### src/rtl/fetch_aligner_pkg.sv
// Shared definitions for the fetch aligner: state encoding and the
// instruction-length decode used to split RV32IC halves.
package fetch_aligner_pkg;

  typedef enum logic [1:0] {
    ST_IDLE = 2'd0,
    ST_LO   = 2'd1,
    ST_HI   = 2'd2,
    ST_JOIN = 2'd3
  } state_e;

  // Low two bits of a 32-bit instruction parcel; anything else is 16-bit.
  localparam logic [1:0] INS_LEN32 = 2'b11;

  // True when the halfword starts a compressed (16-bit) instruction.
  function automatic logic is_comp(input logic [15:0] half);
    return half[1:0] != INS_LEN32;
  endfunction

endpackage

### src/rtl/fetch_aligner.sv
// Realigns the word-aligned fetch stream into whole RV32IC instructions,
// one per handshake, including 32-bit instructions straddling two words.
module fetch_aligner
  import fetch_aligner_pkg::*;
#(
  parameter logic [31:0] RESET_PC = 32'h0000_0000
) (
  input  logic        clk,
  input  logic        rst,
  input  logic        flush,
  input  logic [31:0] flush_pc,
  input  logic        fetch_valid,
  output logic        fetch_ready,
  input  logic [31:0] fetch_data,
  input  logic [31:0] fetch_addr,
  output logic        ins_valid,
  input  logic        ins_ready,
  output logic [31:0] ins,
  output logic [31:0] ins_pc,
  output logic        ins_is_comp
);

  state_e      state_q, state_d;
  logic [31:0] wbuf_q, wbuf_d;          // current fetch word
  logic [31:0] buf_pc_q, buf_pc_d;      // word address of wbuf_q
  logic [15:0] save_q, save_d;          // low parcel of a straddling instruction
  logic [31:0] exp_addr_q, exp_addr_d;  // next word address we will accept
  logic        start_hi_q, start_hi_d;  // redirect landed on the high half

  logic comp_lo, comp_hi;
  logic fetch_fire, ins_fire, word_ok;

  // Only bits [31:1] of the redirect target are meaningful.
  logic unused_flush_bit0;
  assign unused_flush_bit0 = flush_pc[0];

  assign comp_lo = is_comp(wbuf_q[15:0]);
  assign comp_hi = is_comp(wbuf_q[31:16]);

  // Output decode from registered state; ready may bypass on a retiring fire.
  always_comb begin
    // NOTE: every output gets a default first so no path leaves it unassigned,
    // which would otherwise infer a latch.
    ins_valid   = 1'b0;
    fetch_ready = 1'b0;
    ins         = '0;
    ins_pc      = '0;
    ins_is_comp = 1'b0;
    unique case (state_q)
      ST_IDLE: fetch_ready = 1'b1;
      ST_LO: begin
        ins_valid = 1'b1;
        ins_pc    = buf_pc_q;
        if (comp_lo) begin
          ins         = {16'h0, wbuf_q[15:0]};
          ins_is_comp = 1'b1;
        end else begin
          ins         = wbuf_q;
          fetch_ready = ins_ready;  // last instruction of the word retires
        end
      end
      ST_HI: begin
        if (comp_hi) begin
          ins_valid   = 1'b1;
          ins         = {16'h0, wbuf_q[31:16]};
          ins_pc      = buf_pc_q + 32'd2;
          ins_is_comp = 1'b1;
          fetch_ready = ins_ready;
        end else begin
          fetch_ready = 1'b1;       // need the next word to finish the straddle
        end
      end
      ST_JOIN: begin
        ins_valid = 1'b1;
        ins       = {wbuf_q[15:0], save_q};
        ins_pc    = buf_pc_q - 32'd2;
      end
      default: ;
    endcase
  end

  assign fetch_fire = fetch_valid & fetch_ready;
  assign ins_fire   = ins_valid & ins_ready;
  assign word_ok    = fetch_fire & (fetch_addr == exp_addr_q);

  // Next-state and register-update logic; flush overrides everything.
  always_comb begin
    state_d    = state_q;
    wbuf_d     = wbuf_q;
    buf_pc_d   = buf_pc_q;
    save_d     = save_q;
    exp_addr_d = exp_addr_q;
    start_hi_d = start_hi_q;

    if (word_ok) begin
      wbuf_d     = fetch_data;
      buf_pc_d   = fetch_addr;
      exp_addr_d = exp_addr_q + 32'd4;
    end

    unique case (state_q)
      ST_IDLE: begin
        if (word_ok) begin
          state_d    = start_hi_q ? ST_HI : ST_LO;
          start_hi_d = 1'b0;
        end
      end
      ST_LO: begin
        if (ins_fire) begin
          if (comp_lo) state_d = ST_HI;
          else         state_d = word_ok ? ST_LO : ST_IDLE;
        end
      end
      ST_HI: begin
        if (comp_hi) begin
          if (ins_fire) state_d = word_ok ? ST_LO : ST_IDLE;
        end else if (word_ok) begin
          save_d  = wbuf_q[31:16];
          state_d = ST_JOIN;
        end
      end
      ST_JOIN: begin
        if (ins_fire) state_d = ST_HI;
      end
      default: state_d = ST_IDLE;
    endcase

    if (flush) begin
      state_d    = ST_IDLE;
      wbuf_d     = wbuf_q;
      buf_pc_d   = buf_pc_q;
      save_d     = save_q;
      exp_addr_d = {flush_pc[31:2], 2'b00};
      start_hi_d = flush_pc[1];
    end
  end

  // State registers with synchronous reset.
  always_ff @(posedge clk) begin
    // NOTE: non-blocking assignments so every flop samples pre-edge values.
    if (rst) begin
      state_q    <= ST_IDLE;
      wbuf_q     <= '0;
      buf_pc_q   <= '0;
      save_q     <= '0;
      exp_addr_q <= RESET_PC;
      start_hi_q <= 1'b0;
    end else begin
      state_q    <= state_d;
      wbuf_q     <= wbuf_d;
      buf_pc_q   <= buf_pc_d;
      save_q     <= save_d;
      exp_addr_q <= exp_addr_d;
      start_hi_q <= start_hi_d;
    end
  end

endmodule

### config.mk
export PLATFORM = sky130hd
export DESIGN_NAME = fetch_aligner
export DESIGN_NICKNAME = d
export VERILOG_FILES = /design/src/rtl/fetch_aligner_pkg.sv /design/src/rtl/fetch_aligner.sv
export SDC_FILE = /design/constraint.sdc
export NUM_CORES = 1
export LEC_CHECK = 0
export ABC_CLOCK_PERIOD_IN_PS = 4700
export CAP_MARGIN = 20
export CELL_PAD_IN_SITES_DETAIL_PLACEMENT = 1
export CELL_PAD_IN_SITES_GLOBAL_PLACEMENT = 1
export CORE_AREA = 2 2 162 203
export CTS_CLUSTER_DIAMETER = 40
export CTS_CLUSTER_SIZE = 28
export DETAILED_ROUTE_END_ITERATION = 7
export DIE_AREA = 0 0 164 205
export GPL_TIMING_DRIVEN = 1
export PLACE_DENSITY = 0.68
export SYNTH_ARGS = -nofsm -noshare
export SYNTH_HDL_FRONTEND = slang
export SYNTH_SLANG_ARGS = --single-unit
### constraint.sdc
create_clock -name clk -period 4.7 [get_ports clk]
set_input_delay 0.94 -clock clk [delete_from_list [all_inputs] [get_ports clk]]
set_output_delay 0.94 -clock clk [all_outputs]
set_load 0.01 [all_outputs]
---- Word level (Yosys, flattened, before mapping) ----
Cells that the tools add are included.
word-level totals
  bits in registers ....................... 115
  word-level logic and storage cells ...... 62
operators by class
  add/subtract/negate cells ............... 3
  eq/ne operators ......................... 11
  multiplexer cells ....................... 27
  bitwise logic cells ..................... 5
  reduce and logical (&&, ||, !) cells .... 9
operators by type and width
  cell                     count
  $pmux W32 S3             2
  $mux W32                 4
  $add A32 B2 Y32 const B  1
  $add A32 B3 Y32 const B  1
  $eq A32 B32 Y1           1
  $sub A32 B2 Y32 const B  1
  $mux W16                 1
  $mux W2                  8
  $ne A2 B2 Y1 const B     5
  $mux W1                  8
  $pmux W2 S4              1
  $ne A3 B3 Y1 const B     2
  $reduce_and A5 Y1        1
  $eq A2 B2 Y1 const B     2
  $pmux W1 S2              2
  $reduce_and A2 Y1        2
  $reduce_and A4 Y1        1
  $reduce_bool A2 Y1       2
  $reduce_or A2 Y1         2
  $and A1 B1 Y1            3
  $pmux W1 S3              1
  $eq A2 B1 Y1 const B     1
  $logic_not A2 Y1         1
  $not A1 Y1               2

---- Depth between registers and ports, before layout ----
Gate-level depths: netlist of run 1.
  word-level depth ........................ 9
  depth in mapped cells ................... 10
  depth with buffers taken out ............ 8

---- Worst setup path after synthesis of run 1 ----
OpenSTA, ideal clock, no wires.
  path type ............................... reg2out
  start ................................... register buf_pc_q[1]
  end ..................................... output port ins_pc[31]
  arrival time ............................ 2.244 ns
  setup slack ............................. 1.516 ns
  cell stages (with the launch flop) ...... 10
  path buffers ............................ 1
  path through ............................ dfxtp_1 -> inv_1 -> ha_1 -> nor4b_2 -> nand2_1 -> or4_1 -> clkbuf_1 -> nor3_1 -> nand3b_1 -> a31oi_1
between the ends
  word-level cells in the longest chain between the ends .. 3
  elaborated cells between the ends (all ways) .. 4
  classes of those cells .................. add/sub (2); mux (2)
RTL lines
  what                      RTL line              text
  start: declaration        fetch_aligner.sv:25   logic [31:0] buf_pc_q, buf_pc_d;
  start signal: assignment  fetch_aligner.sv:151  buf_pc_q <= buf_pc_d;
  $add A32 B2 Y32           fetch_aligner.sv:66   ins_pc = buf_pc_q + 32'd2;
  $mux W32                  fetch_aligner.sv:63   if (comp_hi) begin
  $pmux W32 S3 *            fetch_aligner.sv:49   unique case (state_q)
  end: declaration          fetch_aligner.sv:19   output logic [31:0] ins_pc,
Every way passes the cells marked *; elsewhere a longest branch is shown, timed or not.

---- Worst setup path after layout of run 1 ----
  start ................................... register buf_pc_q[1]
  end ..................................... output port ins_pc[27]
Same word-level chain as after synthesis.

==> impl_results.md, run 1 <==
- Commonest non-fill, non-tap cell in the layout: nand2_1
- I/O Pins: roughly 170
- GPL Wtd Cong: 0.8442
- Hold Fails Final Rpt: 0
- Final hold slack: 473.2 ps
- Design Power: around 0.0026 W
- Port buffer count: about 170
- Final Skew: 16.16 ps
- Most used flip-flop cell after synthesis: dfxtp_1
- Final ANT Viol Nets: 0
- Pre-CTS WS: 638.0 ps
- Largest area contributor in the synthesized netlist: dfxtp_1
- Clock insertion delay at the later pin of the skew report: ~430 ps
- Count of cell types in the netlist: approximately 70
- Cells after Synth: approximately 1,100
- Hold_sp: buf_pc_q[0]
- Starting Density: about a quarter
- Crit end category: output pin
- Netlist Area Pre-Place: roughly 7800 sq um
- Placed Area: approximately 9700 sq um
- Most frequent cells in the layout: nand2_1, clkdlybuf4s50_1, dfxtp_1, nor2_1, a21oi_1
- Final Cycle Share: between 90 and 100%
- Clock-pin slew of the registers on the worst-case setup and hold paths: 60 ps
- Hold Path Depth: 1
- Router iterations before antenna repair: 5
- Post-synth top area share: between 20 and 30%
- FF+latch count, synth: approximately 110
- Worst reg2reg setup slack: roughly 1300 ps
- Worst Hold End: buf_pc_q[0]
- Static leakage: 3.377 nW
- Die area: around 34,000 sq um
- Setup TNS: 0 ps
- Largest net degree at the start of global routing: 87
- Vias in the first global route: just over 8,000
- Resize count post-CTS: 0
- Final #Nets: roughly 1,300
- Capture point of the worst reg-to-reg path: wbuf_q[12]
- Post-DP HPWL: about 22 mm
- Fin area: roughly 10,000 sq um
- Net Count, Synth: between 1,000 and 1,500
- Setup bufs post-CTS: 0
- Slew @ Worst Pin: roughly 1000 ps
- H-tree depth: 4
- Post-synth ARST share: 0%
- Antenna Cells: 0
- P per Cell Area: 253.6 nW/um^2
- Setup WS post-layout: 259.1 ps
- CTS tree: done
- Rows: 73
- Vias per cell: 5.317
- Tmin final: ~4400 ps
- VDD IR max: ~0.00024 V
- Drt wl/cell: between 15 and 20 microns
- Synth Area per Inst: 7.419 sq um
- Worst reg2reg path depth: 10
- CTS sink count: around 110
- Crit Path Max Fanout: 8
- Slew Limit Headroom: 33.72%
- Synthesis-to-finish area growth: 32.80%
- EDFF count, synth: 0
- Worst endpoint required time: between 3000 and 4000 ps
- # DRC: 0
- Hold Buf Count CTS: 0
- Share of layout cells above drive strength 1: ~7.9%
- Reg-to-reg critical path startpoint: state_q[1]
- RSZ-0062 raised after global routing: false
- Final WL: just over 30 mm
- Initial antenna violation count: 0
- GRT Total Usage: 17.85%
- Worst setup SP type: flip-flop
- Register area share after synthesis: between 20 and 30%
- Hold Path Class: flip-flop to flip-flop
- Max Cap Viol: 0
- Fmax: ~230 MHz
- Global-route wire length before repair: about 47 mm
- Die height: 205 microns
- Root Buffer: clkbuf_16
- CORE AREA: between 30,000 and 40,000 sq um
- Crit Path Class: flip-flop to output pin
- Synth warn: 0
- Via count: ~8,400
- Die width: between 150 and 200 microns
- # setup viols final: 0
- Clock Path Buffers: 2
- Cts bufs inserted: 17
- Count of final max-slew check failures: 0
- GR Overflow Total: 0
- Top cells by area, synth: dfxtp_1, nand2_1, a21oi_1
- 1st-iter DRT viols: around 610
- CP Data Arrival Time: between 3000 and 4000 ps
- Status: complete, no violations
==> how the worst max path moves through the flow <==
stage / startpoint / end / slack [ps] / depth (start not counted)
6_report: buf_pc_q[1] / ins_pc[27] / 260 / 9
5_1_grt: buf_pc_q[1] / ins_pc[29] / 9 / 9
4_1_cts: buf_pc_q[1] / ins_pc[27] / 180 / 9
3_5_place_dp: buf_pc_q[1] / ins_pc[27] / 640 / 9
3_3_place_gp: buf_pc_q[1] / ins_pc[27] / 650 / 9
2_1_floorplan: buf_pc_q[1] / ins_pc[31] / 1520 / 9
==> layer usage <==
layer  global-route usage [%]  share of wire [%]
met2                    30.27                 48
met5                        0                  0
met1                    23.47                 45
met4                    4.887                1.6
met3                    2.673                4.6
==> worst max-delay path, stage by stage, from the launching register on <==
cell             delay (ps)
dfxtp_1                 380
inv_1                   100
ha_1                    230
nor4b_2                 320
nand2_1                 210
or4_1                   690
nor2_1                  150
a311oi_1                 60
nor3_1                  330
clkdlybuf4s50_1         610
==> metrics by stage <==
step | util [%] | instances
after floorplan | - | 1053
after global routing | 32.73 | 1583
final | 32.73 | 1583
after CTS | 32.73 | 1583
after global placement | 30.76 | 1551
after detailed placement | 30.76 | 1551
==> registers in the layout, indices dropped and copies added, names as in the netlist <==
register	cells
save_q	16
start_hi_q	1
wbuf_q	32
buf_pc_q	32
exp_addr_q	30
state_q	2
==> final cells by class <==
cell class	instances	area, sq um
Clock buffer	19	452.9
Clock inverter	13	173.9
Fill cell	3813	21320
Inverter	27	101.3
Multi-Input combinational cell	812	5040
Sequential cell	113	2262
Tap cell	412	515.5
Timing Repair Buffer	187	1829
==> Yosys cell counts (all sizes together), types with 3 or more instances <==
library cell and number:
nand2 170, dfxtp 113, nor2 107, a21oi 90
clkbuf 67, nor3 39, xor2 39, nor4 36
buf 34, nand3 34, inv 25, and4 22
mux2i 21, a211oi 20, nand4 19, a22oi 18
a222oi 16, o21ai 14, and3 13, xnor2 13
a221oi 12, a2111oi 11, a31oi 10, ha 8
o22ai 8, a21o 7, nand2b 7, a311oi 6
o31ai 6, and2 5, nor2b 5, or3 5
nor3b 4, o211ai 4, mux2 3, nand3b 3
nand4b 3, o31a 3, or2 3, or4 3
==> power breakdown <==
part / total [W] / internal, W / switching [W] / leakage, nW
clock network: 0.00140 / 0.000871 / 0.000527 / 0.297
logic: 0.000223 / 0.000116 / 0.000108 / 2.16
registers: 0.00101 / 0.000976 / 0.0000333 / 0.917
==> logic make-up after synthesis <==
group           after synthesis  synth area share [%]
simple gates                486                 32.77
compound gates              242                 21.41
buf+inv                     128                 6.630
flops                       113                 28.96
xor+xnor                     52                 5.830
mux                          24                 3.123
fa+ha+maj                     8                 1.281
No activity file was read; power rests on OpenSTA's default activity.
==> run 2, diff against run 1 <==
Settings changed: TNS_END_PERCENT set to 10.
==> results of run 2 <==
Same layout as run 1: the final DEF is identical, and so are final timing and power.
